### src/rtl/tt_capture_pkg.sv
// Shared types and helpers for the truth-table capture block: FSM state
// encoding and the table-width helper.
package tt_capture_pkg;

  typedef enum logic [1:0] {
    IDLE,
    SETTLE,
    SAMPLE,
    DONE
  } tt_state_e;

  function automatic int TT_W(input int n);
    return 1 << n;
  endfunction

endpackage

### src/rtl/truth_table_capture_settle_timer.sv
// settle_timer: counts cycles spent holding one stimulus vector and flags the
// last settle cycle (count == SETTLE-1). Clear has priority over enable.
module settle_timer #(
  parameter int SETTLE = 2
) (
  input  logic clk,
  input  logic rst_n,
  input  logic clr_i,
  input  logic en_i,
  output logic hit_o
);

  localparam int            CW   = (SETTLE > 1) ? $clog2(SETTLE) : 1;
  localparam logic [CW-1:0] LAST = CW'(SETTLE - 1);

  logic [CW-1:0] cnt_q, cnt_d;

  always_comb begin
    cnt_d = cnt_q;
    if (clr_i)     cnt_d = '0;
    else if (en_i) cnt_d = cnt_q + 1'b1;
  end

  // NOTE: state registers use non-blocking assignments only; all next-state
  // math lives in always_comb so the flop process stays a plain capture.
  always_ff @(posedge clk) begin
    if (!rst_n) cnt_q <= '0;
    else        cnt_q <= cnt_d;
  end

  assign hit_o = (cnt_q == LAST);

endmodule

### src/rtl/truth_table_capture.sv
// Sweeps all 2^N_IN input vectors of a 1-output DUT and captures its truth table.
// Optional golden compare enabled by defining TT_CAPTURE_COMPARE_EN.
module truth_table_capture
  import tt_capture_pkg::tt_state_e, tt_capture_pkg::TT_W,
         tt_capture_pkg::IDLE, tt_capture_pkg::SAMPLE, tt_capture_pkg::DONE;
#(
  parameter int N_IN   = 4,
  parameter int SETTLE = 2
) (
  input  logic                    clk,
  input  logic                    rst_n,
  input  logic                    start,
  input  logic                    abort,
  input  logic                    resp,
`ifdef TT_CAPTURE_COMPARE_EN
  input  logic [TT_W(N_IN)-1:0]   exp_table,
  output logic [TT_W(N_IN)-1:0]   mismatch,
  output logic                    match,
`endif
  output logic [N_IN-1:0]         stim,
  output logic                    busy,
  output logic                    done,
  output logic                    valid,
  output logic [TT_W(N_IN)-1:0]   table_out
);

  localparam int              TW        = TT_W(N_IN);
  localparam logic [N_IN-1:0] STIM_LAST = '1;

  tt_state_e       state_q, state_d;
  logic [N_IN-1:0] stim_q, stim_d;
  logic            busy_q, busy_d;
  logic            done_q, done_d;
  logic            valid_q, valid_d;
  logic [TW-1:0]   table_q, table_d;
  logic [TW-1:0]   shadow_q, shadow_d;
  logic            go;
  logic            tmr_hit;

  assign go = (state_q == IDLE) && start && !abort;

  settle_timer #(.SETTLE(SETTLE)) u_timer (
    .clk   (clk),
    .rst_n (rst_n),
    .clr_i (state_q != tt_capture_pkg::SETTLE),
    .en_i  ((state_q == tt_capture_pkg::SETTLE) && !tmr_hit),
    .hit_o (tmr_hit)
  );

  // NOTE: every variable gets its hold value first so no path leaves one
  // unassigned; that is what keeps this block free of inferred latches.
  always_comb begin
    state_d  = state_q;
    stim_d   = stim_q;
    busy_d   = busy_q;
    done_d   = 1'b0;
    valid_d  = valid_q;
    table_d  = table_q;
    shadow_d = shadow_q;
    if (abort) begin
      // Abort wins over every transition; the last good table is kept.
      state_d = IDLE;
      stim_d  = '0;
      busy_d  = 1'b0;
      valid_d = 1'b0;
    end else begin
      case (state_q)
        IDLE: if (start) begin
          state_d  = tt_capture_pkg::SETTLE;
          stim_d   = '0;
          busy_d   = 1'b1;
          valid_d  = 1'b0;
          shadow_d = '0;
        end
        tt_capture_pkg::SETTLE: if (tmr_hit) state_d = SAMPLE;
        SAMPLE: begin
          shadow_d[stim_q] = resp;
          if (stim_q == STIM_LAST) begin
            state_d = DONE;
          end else begin
            stim_d  = stim_q + 1'b1;
            state_d = tt_capture_pkg::SETTLE;
          end
        end
        DONE: begin
          table_d = shadow_q;
          done_d  = 1'b1;
          valid_d = 1'b1;
          busy_d  = 1'b0;
          state_d = IDLE;
        end
        default: state_d = IDLE;
      endcase
    end
  end

  // NOTE: the shadow table is a plain register, not a RAM, so it is reset
  // along with the rest of the state and a fresh sweep starts from zero.
  always_ff @(posedge clk) begin
    if (!rst_n) begin
      state_q  <= IDLE;
      stim_q   <= '0;
      busy_q   <= 1'b0;
      done_q   <= 1'b0;
      valid_q  <= 1'b0;
      table_q  <= '0;
      shadow_q <= '0;
    end else begin
      state_q  <= state_d;
      stim_q   <= stim_d;
      busy_q   <= busy_d;
      done_q   <= done_d;
      valid_q  <= valid_d;
      table_q  <= table_d;
      shadow_q <= shadow_d;
    end
  end

`ifdef TT_CAPTURE_COMPARE_EN
  logic [TW-1:0] mismatch_q, mismatch_d;
  logic          match_q, match_d;

  always_comb begin
    mismatch_d = mismatch_q;
    match_d    = match_q;
    if (abort || go) begin
      mismatch_d = '0;
      match_d    = 1'b0;
    end else if (state_q == DONE) begin
      mismatch_d = shadow_q ^ exp_table;
      match_d    = ((shadow_q ^ exp_table) == '0);
    end
  end

  always_ff @(posedge clk) begin
    if (!rst_n) begin
      mismatch_q <= '0;
      match_q    <= 1'b0;
    end else begin
      mismatch_q <= mismatch_d;
      match_q    <= match_d;
    end
  end

  assign mismatch = mismatch_q;
  assign match    = match_q;
`endif

  assign stim      = stim_q;
  assign busy      = busy_q;
  assign done      = done_q;
  assign valid     = valid_q;
  assign table_out = table_q;

endmodule

### config.mk
export PLATFORM = sky130hd
export DESIGN_NAME = truth_table_capture
export DESIGN_NICKNAME = d
export VERILOG_FILES = /design/src/rtl/tt_capture_pkg.sv /design/src/rtl/truth_table_capture_settle_timer.sv /design/src/rtl/truth_table_capture.sv
export SDC_FILE = /design/constraint.sdc
export NUM_CORES = 1
export LEC_CHECK = 0
export BUFFER_PORTS_ARGS = -buffer_cell sky130_fd_sc_hd__buf_4
export CELL_PAD_IN_SITES_DETAIL_PLACEMENT = 1
export CELL_PAD_IN_SITES_GLOBAL_PLACEMENT = 2
export CORE_UTILIZATION = 34
export CTS_CLUSTER_DIAMETER = 50
export DETAILED_ROUTE_END_ITERATION = 8
export PLACE_DENSITY = 0.78
export SYNTH_ARGS = -nofsm -noshare
export SYNTH_HDL_FRONTEND = slang
export SYNTH_HIERARCHICAL = 1
export SYNTH_SLANG_ARGS = --single-unit
### constraint.sdc
create_clock -name clk -period 2.1 [get_ports clk]
set_clock_uncertainty 0.15 [all_clocks]
set_input_delay 0.21 -clock clk [delete_from_list [all_inputs] [get_ports clk]]
set_output_delay 0.21 -clock clk [all_outputs]
set_load 0.03 [all_outputs]
* Yosys cells after proc, flatten, opt, wreduce, memory -nomap -nowiden
Index checks and enable logic that the tools add are counted. Widths: inputs -> output; s select.
Word-level totals: bits in registers 42, input bits 5, output and inout bits 23, logic and storage cells 52
Operators by class: add/sub/neg operators 2, order comparisons 2, equality and inequality tests 8, multiplexer cells 17, bitwise logic cells 2, reduce and logical (&&, ||, !) cells 13
Operators with widths (count):
- $pmux 16 s2 | 1
- $bwmux 16 | 1
- $mux 16 | 1
- $mux 4 | 2
- $pmux 2 s4 | 1
- $pmux 4 s2 | 1
- $mux 2 | 3
- $reduce_and 2->1 | 3
- $reduce_and 3->1 | 2
- $lt 4x5->1 const B | 1
- $add 4x1->4 const B | 1
- $demux 1 s4 | 1
- $eq 2x2->1 const B | 2
- $eq 4x4->1 const B | 1
- $ge 4x1->1 const B | 1
- $mux 1 | 4
- $ne 2x1->1 const B | 2
- $ne 2x2->1 const B | 2
- $pmux 1 s2 | 2
- $reduce_bool 2->1 | 2
- $reduce_or 2->1 | 2
- $eq 2x1->1 const B | 1
- $logic_and 1x1->1 | 2
- $logic_not 2->1 | 1
- 3 further kinds | 4

* Longest topological paths before layout
Gate-level depths: netlist of the first run.
word-level depth 6, mapped depth 6, gate-level depth less buffers 5

* Hierarchy
The synthesis of the first run kept the hierarchy.
Modules (own cells, without submodules):
- truth_table_capture | times used 1, cells an instance 224, area each 1941.9 µm², sequential area each 820.8 µm²
- settle_timer | times used 1, cells an instance 3, area each 41.3 µm², sequential area each 20.0 µm²

* Least setup slack after synthesis of the first run
No wires, ideal clock.
path kind register -> register, start point register stim_q[1], in the netlist stim[1], end point register shadow_q[3], library setup time 0.128 ns, data arrival time 1.535 ns, data required time 1.822 ns, setup slack 0.287 ns, stages on the path, launching flop included 5, buffers on the path 0, period minus slack after synthesis 1.813 ns, cell sequence dfxtp_1 ha_1 or3b_1 a211oi_1 o22ai_1
Between the ends: longest elaborated chain between the ends 6, elaborated cells on any way between the ends 7, classes of those cells order compare (2); mux (4); reduce/logical (1)
Ends and longest elaborated chain:
- from (decl) | RTL line truth_table_capture.sv:31 | logic [N_IN-1:0] stim_q, stim_d;
- from (signal assigned) | RTL line truth_table_capture.sv:110 | stim_q <= stim_d;
- $lt 4x5->1 (not written as such) or $ge 4x1->1 (tied branches) | RTL line truth_table_capture.sv:77 | shadow_d[stim_q] = resp;
- $logic_and 1x1->1 (not written as such) | RTL line truth_table_capture.sv:77
- $mux 1 (not written as such) | RTL line truth_table_capture.sv:77
- $demux 1 s4 * | RTL line truth_table_capture.sv:77
- $bwmux 16 * | RTL line truth_table_capture.sv:77
- $pmux 16 s2 * | RTL line truth_table_capture.sv:67 | case (state_q)
- to (signal assigned) | RTL line truth_table_capture.sv:115 | shadow_q <= shadow_d;
- to (decl) | RTL line truth_table_capture.sv:36 | logic [TW-1:0] shadow_q, shadow_d;
Mark *: on every way between the ends. The rest lies on a longest branch, timed or not. A chain may end at the register's enable or synchronous reset.

* Worst setup path in the final report of the first run
start point register stim_q[0], in the netlist stim[0], end point register shadow_q[3]
The elaborated chain is that of the path after synthesis.

==> results of run 1 <==
[logic make-up after synthesis]
logic type | after synthesis
adder cells (fa/ha/maj) | 4
XOR/XNOR | 1
AND/OR/NAND/NOR | 96
flip-flops | 42
AO/OA/AOI/OAI | 62
buffers and inverters | 22
[metrics by stage]
stage	hold slack [ns]	cell area (µm²)	total power, mW	cells	setup slack, ns
after floorplan	0.217	1980	0.873	227	0.287
after global placement	0.298	2200	0.892	313	0.361
after detailed placement	0.303	2200	0.893	313	0.314
after CTS	0.107	2290	1.45	321	0.299
after global routing	0.134	2290	1.48	321	0.212
final	0.111	2290	1.43	321	0.336
[report_power, final]
part	internal, mW	switching, mW	leakage, nW
Clock	0.266	0.289	0.0482
Sequential	0.798	0.00401	0.338
Combinational	0.0283	0.0433	0.411
Total	1.09	0.336	0.797
[synth_stat cells (all sizes together)]
cell / instances
nand2: 49
dfxtp: 42
a211oi: 16
a21boi: 16
buf: 16
o22ai: 16
nand3b: 10
nand3: 8
nand2b: 7
a21oi: 5
or3b: 5
clkbuf: 4
ha: 4
nand4: 4
nor2: 3
nor2b: 3
o21ai: 3
inv: 2
o21bai: 2
a311oi: 1
a31oi: 1
and2: 1
and2b: 1
and3b: 1
and4: 1
nand4b: 1
nor3b: 1
o21a: 1
o221a: 1
or2: 1
xnor2: 1
[sequential cells by signal (all words and copies together), names as in the netlist]
| name | cells |
|---|---|
| shadow_q | 16 |
| table_out | 16 |
| valid | 1 |
| u_timer/hit_o | 1 |
| stim | 4 |
| state_q | 2 |
| done | 1 |
| busy | 1 |
[worst min path at each step]
stage / start / to / slack [ns] / depth (start not counted)
floorplan: rst_n / u_timer/hit_o$_SDFFE_PP0P_ / 0.22 / 1
global placement: table_out[9]$_SDFFE_PN0P_ / table_out[9]$_SDFFE_PN0P_ / 0.30 / 2
detailed placement: table_out[2]$_SDFFE_PN0P_ / table_out[2]$_SDFFE_PN0P_ / 0.30 / 2
CTS: resp / shadow_q[15]$_SDFFE_PN0P_ / 0.11 / 3
global route: resp / shadow_q[15]$_SDFFE_PN0P_ / 0.13 / 3
finish: resp / shadow_q[15]$_SDFFE_PN0P_ / 0.11 / 3
[area by class of cell]
class	instances	share of cell area, %
inverters	2	0.328
flip-flops and latches	42	36.7
multi-input cells	163	43.8
well taps	72	3.94
clock buffers	7	3.77
repair buffers	34	11.2
clock inverters	1	0.219
[critical path, cell delays in order (launching register included)]
cell	delay (ns)
dfxtp_1	0.43
ha_1	0.35
or3b_1	0.37
a211oi_1	0.23
o22ai_1	0.11
[layer usage]
| layer | global-route usage, % | wire [µm] | up-vias | part of all wire [%] |
|---|---|---|---|---|
| li1 | - | - | 847 | - |
| met1 | 22.6 | 2470 | 800 | 49 |
| met2 | 29.1 | 2390 | 23 | 47 |
| met3 | 3.49 | 121 | 7 | 2.4 |
| met4 | 6.11 | 77 | 0 | 1.5 |
| met5 | 0 | 0 | - | 0 |
==> flow_metrics.tcl, run 1 <==
set metrics [dict create \
    status "complete, no violations" \
    drc 0 \
    coreArea_um2 5570 \
    critPathRequiredTime_ns 2.13 \
    synth_adder_area_share_pct 2.52 \
    synth.area.top_cells "dfxtp_1 42%, nand2_1 9.3%, a211oi_1 6.1%, o22ai_1 5.0%, a21boi_0 4.9%" \
    n_fill_cell 662 \
    routed_wl_um 5060 \
    clk_latency_ns 0.30 \
    grt_overflow 0 \
    crit_type "register to register" \
    synth_compound_area_share_pct 21.8 \
    final-seq-area_um2 841 \
    drt_first_pass_iters 4 \
    worst_ep_arrival_time_ns 1.79 \
    wl_per_cell_um 15.8 \
    setup_viol_count_final 0 \
    drive_above_1_share_pct 18.9 \
    cts.repair.resized 0 \
    grt_pass1_vias 1634 \
    reg2reg_slack_ns 0.34 \
    p_leak_nw 0.797 \
    cts.sink_count 42 \
    gp_congestion 0.820 \
    drtIter0Drc 57 \
    cts_setup_buffers 0 \
    synth_area_um2 1980 \
    die-area_um2 6140 \
    crit_path_start_kind "register" \
    final_core_utilization_pct 41.1 \
    cts_tree "done" \
    htree_num_levels 2 \
    worstMarginPinSlew_ns 0.558 \
    critPathCapture "shadow_q[3]$_SDFFE_PN0P_" \
    r2r_start "stim[0]$_SDFFE_PP0P_" \
    grtUsageTotal_pct 17.6 \
    rsz0062_at_grt "no" \
    startpoint "stim[0]$_SDFFE_PP0P_" \
    diodes 0 \
    ys_ff_latch 42 \
    fin_crit_ns 1.76 \
    grt_pass1_wl_um 8240 \
    clk_pin_slew_ns 0.08 \
    layout_commonest_cell "nand2_1" \
    start_util_pct 35.6 \
    syn_to_final_growth_pct 15.4 \
    yosysUniqueCellTypes 38 \
    postSynthAreaPerCell_um2 8.74 \
    vias 1677 \
    seq_area_frac_synth_pct 42.4 \
    syn_nets 236 \
    reg2reg_depth 4 \
    root_buffer "clkbuf_8" \
    ir_drop_mv 0.369 \
    io_buffers 27 \
    tns_ns 0 \
    max_slew_margin_pct 62.7 \
    hold_buffers 0 \
    slew_violations 0 \
    period_share_pct 84.0 \
    final_nets 257 \
    grt_max_degree 36 \
    layout_common_cells "49 x nand2_1, 42 x dfxtp_1, 34 x buf_4, 16 x a211oi_1, 16 x o22ai_1" \
    multiInputGateArea_um2 1000 \
    p_per_area_nw_per_um2 624 \
    synthMuxAreaShare_pct 0 \
    synthCells 227 \
    rows 27 \
    r2r-end "shadow_q[3]$_SDFFE_PN0P_" \
    cts_made_buffers 5 \
    yosys_warnings 6 \
    synthSimpleGateAreaFrac_pct 25.8 \
    die_y_um 78.4 \
    synth_top_family_by_area "simple AND/OR/NAND/NOR gates" \
    crit_path_end_kind "register" \
    min_path_type "primary input to register" \
    cp_max_fo 8 \
    antenna_found_initial 0 \
    vias_per_cell 5.22 \
    synth_xor_area_share_pct 0.442 \
    yosysTopAreaCell "dfxtp_1" \
    drt.antenna.violating_nets 0 \
    hold_violations 0 \
    fmax_mhz 567 \
    boundaryPins 28 \
    timing.max_cap.violations 0 \
    fp.dieW_um 78.4 \
    cts_buffer_depth 2 \
    dpl.hpwl_um 3300 \
    synth_top_area_share_pct 42.4 \
]
(Power assumes the default switching activity.)
==> inputs of run 2 (changes only) <==
Settings changed: CORE_UTILIZATION 34 to 31, PLACE_DENSITY 0.78 to 0.75.
Clock period 2.1 ns to 1.5 ns, I/O delays scaled along.
==> flow_metrics.tcl, run 2 (same netlist as run 1, synthesis figures left out) <==
set metrics [dict create \
    min_path_type "primary input to register" \
    total_power_mw 2.14 \
    cts.sink_count 42 \
    worst-path-buf-inv 1 \
    grt_overflow 0 \
    timing.max_cap.violations 0 \
    setup_viol_count_final 1 \
    grtUsageTotal_pct 17.6 \
    cts_made_buffers 5 \
    grt_pass1_vias 1743 \
    drt.antenna.violating_nets 0 \
    violations "setup timing" \
    fp.dieW_um 82.0 \
    grt_pass1_wl_um 8750 \
    vias_per_cell 5.06 \
    hold_violations 0 \
    crit_path_start_kind "register" \
    coreArea_um2 6060 \
    pwr-share-comb_pct 5.5 \
    critPathRequiredTime_ns 1.53 \
    grt-busiest-layer "met2" \
    dp.cells 336 \
    switchingPower_mw 0.483 \
    gp_congestion 0.777 \
    io_buffers 27 \
    grt_use_met3_pct 3.00 \
    p_leak_nw 0.945 \
    slew_violations 0 \
    met2_usage_pct 28.0 \
    cts_buffer_depth 2 \
    pwr-share-clk_pct 42.4 \
    root_buffer "clkbuf_8" \
    htree_num_levels 2 \
    dpl.hpwl_um 3730 \
    fmax_mhz 662 \
    cts_tree "done" \
    critPathMaxStageDelay_ns 0.38 \
    rows 28 \
    clk_pin_slew_ns 0.08 \
    vias 1750 \
    boundaryPins 28 \
    start_util_pct 32.7 \
    worst_ep_arrival_time_ns 1.54 \
    status "finished with violations" \
    layout_commonest_cell "buf_4" \
    intPower_mw 1.66 \
    n_fill_cell 728 \
    ir_drop_mv 0.448 \
    grt_use_met1_pct 23.5 \
    crit_path_end_kind "register" \
    seqPwrFrac_pct 52.0 \
    slowest_stage "dfxtp_4" \
    hold_buffers 0 \
    antenna_found_initial 0 \
    die_y_um 82.0 \
    wl_per_cell_um 15.6 \
    worstMarginPinSlew_ns 0.339 \
    drc 0 \
    instances_no_fill 346 \
    crit_family "flip-flops" \
    period_share_pct 101 \
    grt_max_degree 36 \
    drive_above_1_share_pct 33.6 \
    final_nets 279 \
    crit_type "register to register" \
    syn_to_final_growth_pct 32.7 \
    path_cells "inv_4 > ha_4 > or3b_1 > a211oi_2 > o22ai_1" \
    diodes 0 \
    max_slew_margin_pct 77.4 \
    routed_wl_um 5410 \
    drt_first_pass_iters 4 \
    p_per_area_nw_per_um2 814 \
    p_sw_share_pct 22.6 \
    layout_common_cells "51 x buf_4, 49 x nand2_1, 36 x dfxtp_1, 16 x o22ai_1, 13 x a21boi_0" \
    fin_crit_ns 1.51 \
    drtIter0Drc 103 \
    final.setup.worst_slack_ns -0.0102 \
    rsz0062_at_grt "yes" \
    cp_max_fo 4 \
    die-area_um2 6720 \
    clk_latency_ns 0.29 \
]
## run 2: cell count changes in the layout (fill, tap and decap cells not counted), moves of 4 or more
cell	change
a211oi_1	-7
a211oi_2	+7
buf_4	+17
dfxtp_1	-6
dfxtp_4	+4
ha_1	-4
ha_4	+4
## run 2: tightest hold or removal path: cells and delay by family
family / cells / cell delay, ns
buffers and inverters: 1 / 0.13
and+or+nand+nor: 1 / 0.09
AOI/OAI and AO/OA: 1 / 0.08
## run 2: worst paths after layout
path                            depth (start not counted)  slack [ns]                   endpoint                      start
worst max-delay path                                    5       -0.01   shadow_q[0]$_SDFFE_PN0P_       stim[0]$_SDFFE_PP0P_
worst min-delay path                                    3        0.05  shadow_q[15]$_SDFFE_PN0P_                       resp
worst max register to register                          5       -0.01   shadow_q[0]$_SDFFE_PN0P_       stim[0]$_SDFFE_PP0P_
worst min register to register                          2        0.31  table_out[2]$_SDFFE_PN0P_  table_out[2]$_SDFFE_PN0P_
## run 2: repair_timing
action | 4_1_cts | 5_1_grt
buffers inserted | 0 | 1
setup endpoints to repair | 3 | 17
hold endpoints to repair | 0 | 0
gates cloned | 0 | 1
gates resized for setup | 2 | 11
pin swaps | 1 | 6
## run 2: area by class of cell
cell class              count  area (µm²)  share of cell area (%)
multi-input cells         164        1100                    42.0
flip-flops and latches     42         858                    32.6
repair buffers             55         454                    17.3
well taps                  75        93.8                    3.56
clock buffers               6        72.6                    2.76
clock inverters             2        36.3                    1.38
inverters                   2        12.5                   0.475
## run 2: power groups by stage
stage | Clock, mW | Combinational (mW) | Sequential [mW]
final | 0.909 | 0.119 | 1.11
after global routing | 0.993 | 0.129 | 1.12
after global placement | 0 | 0.113 | 1.14
after floorplan | 0 | 0.0774 | 1.14
after detailed placement | 0 | 0.115 | 1.14
after CTS | 0.949 | 0.116 | 1.12
## run 2: layer usage
metal / up-vias / part of all wire [%]
li1: 890 / -
met5: - / 0
met1: 837 / 51
met3: 4 / 1.6
met4: 0 / 0.63
met2: 19 / 46
## run 2: through the flow
stage	TNS, ns	instance area (µm²)	util [%]	hold WS [ns]	setup WS [ns]
finish	-0.0102	2630	43.4	0.0511	-0.0102
global route	-0.100	2630	43.4	0.0680	-0.0536
CTS	-0.0145	2580	42.6	0.0335	-0.0145
detailed placement	-0.0000205	2470	40.7	0.301	-0.0000205
global placement	0	2470	40.7	0.297	0.0212
floorplan	-0.0545	2060	-	0.157	-0.0545
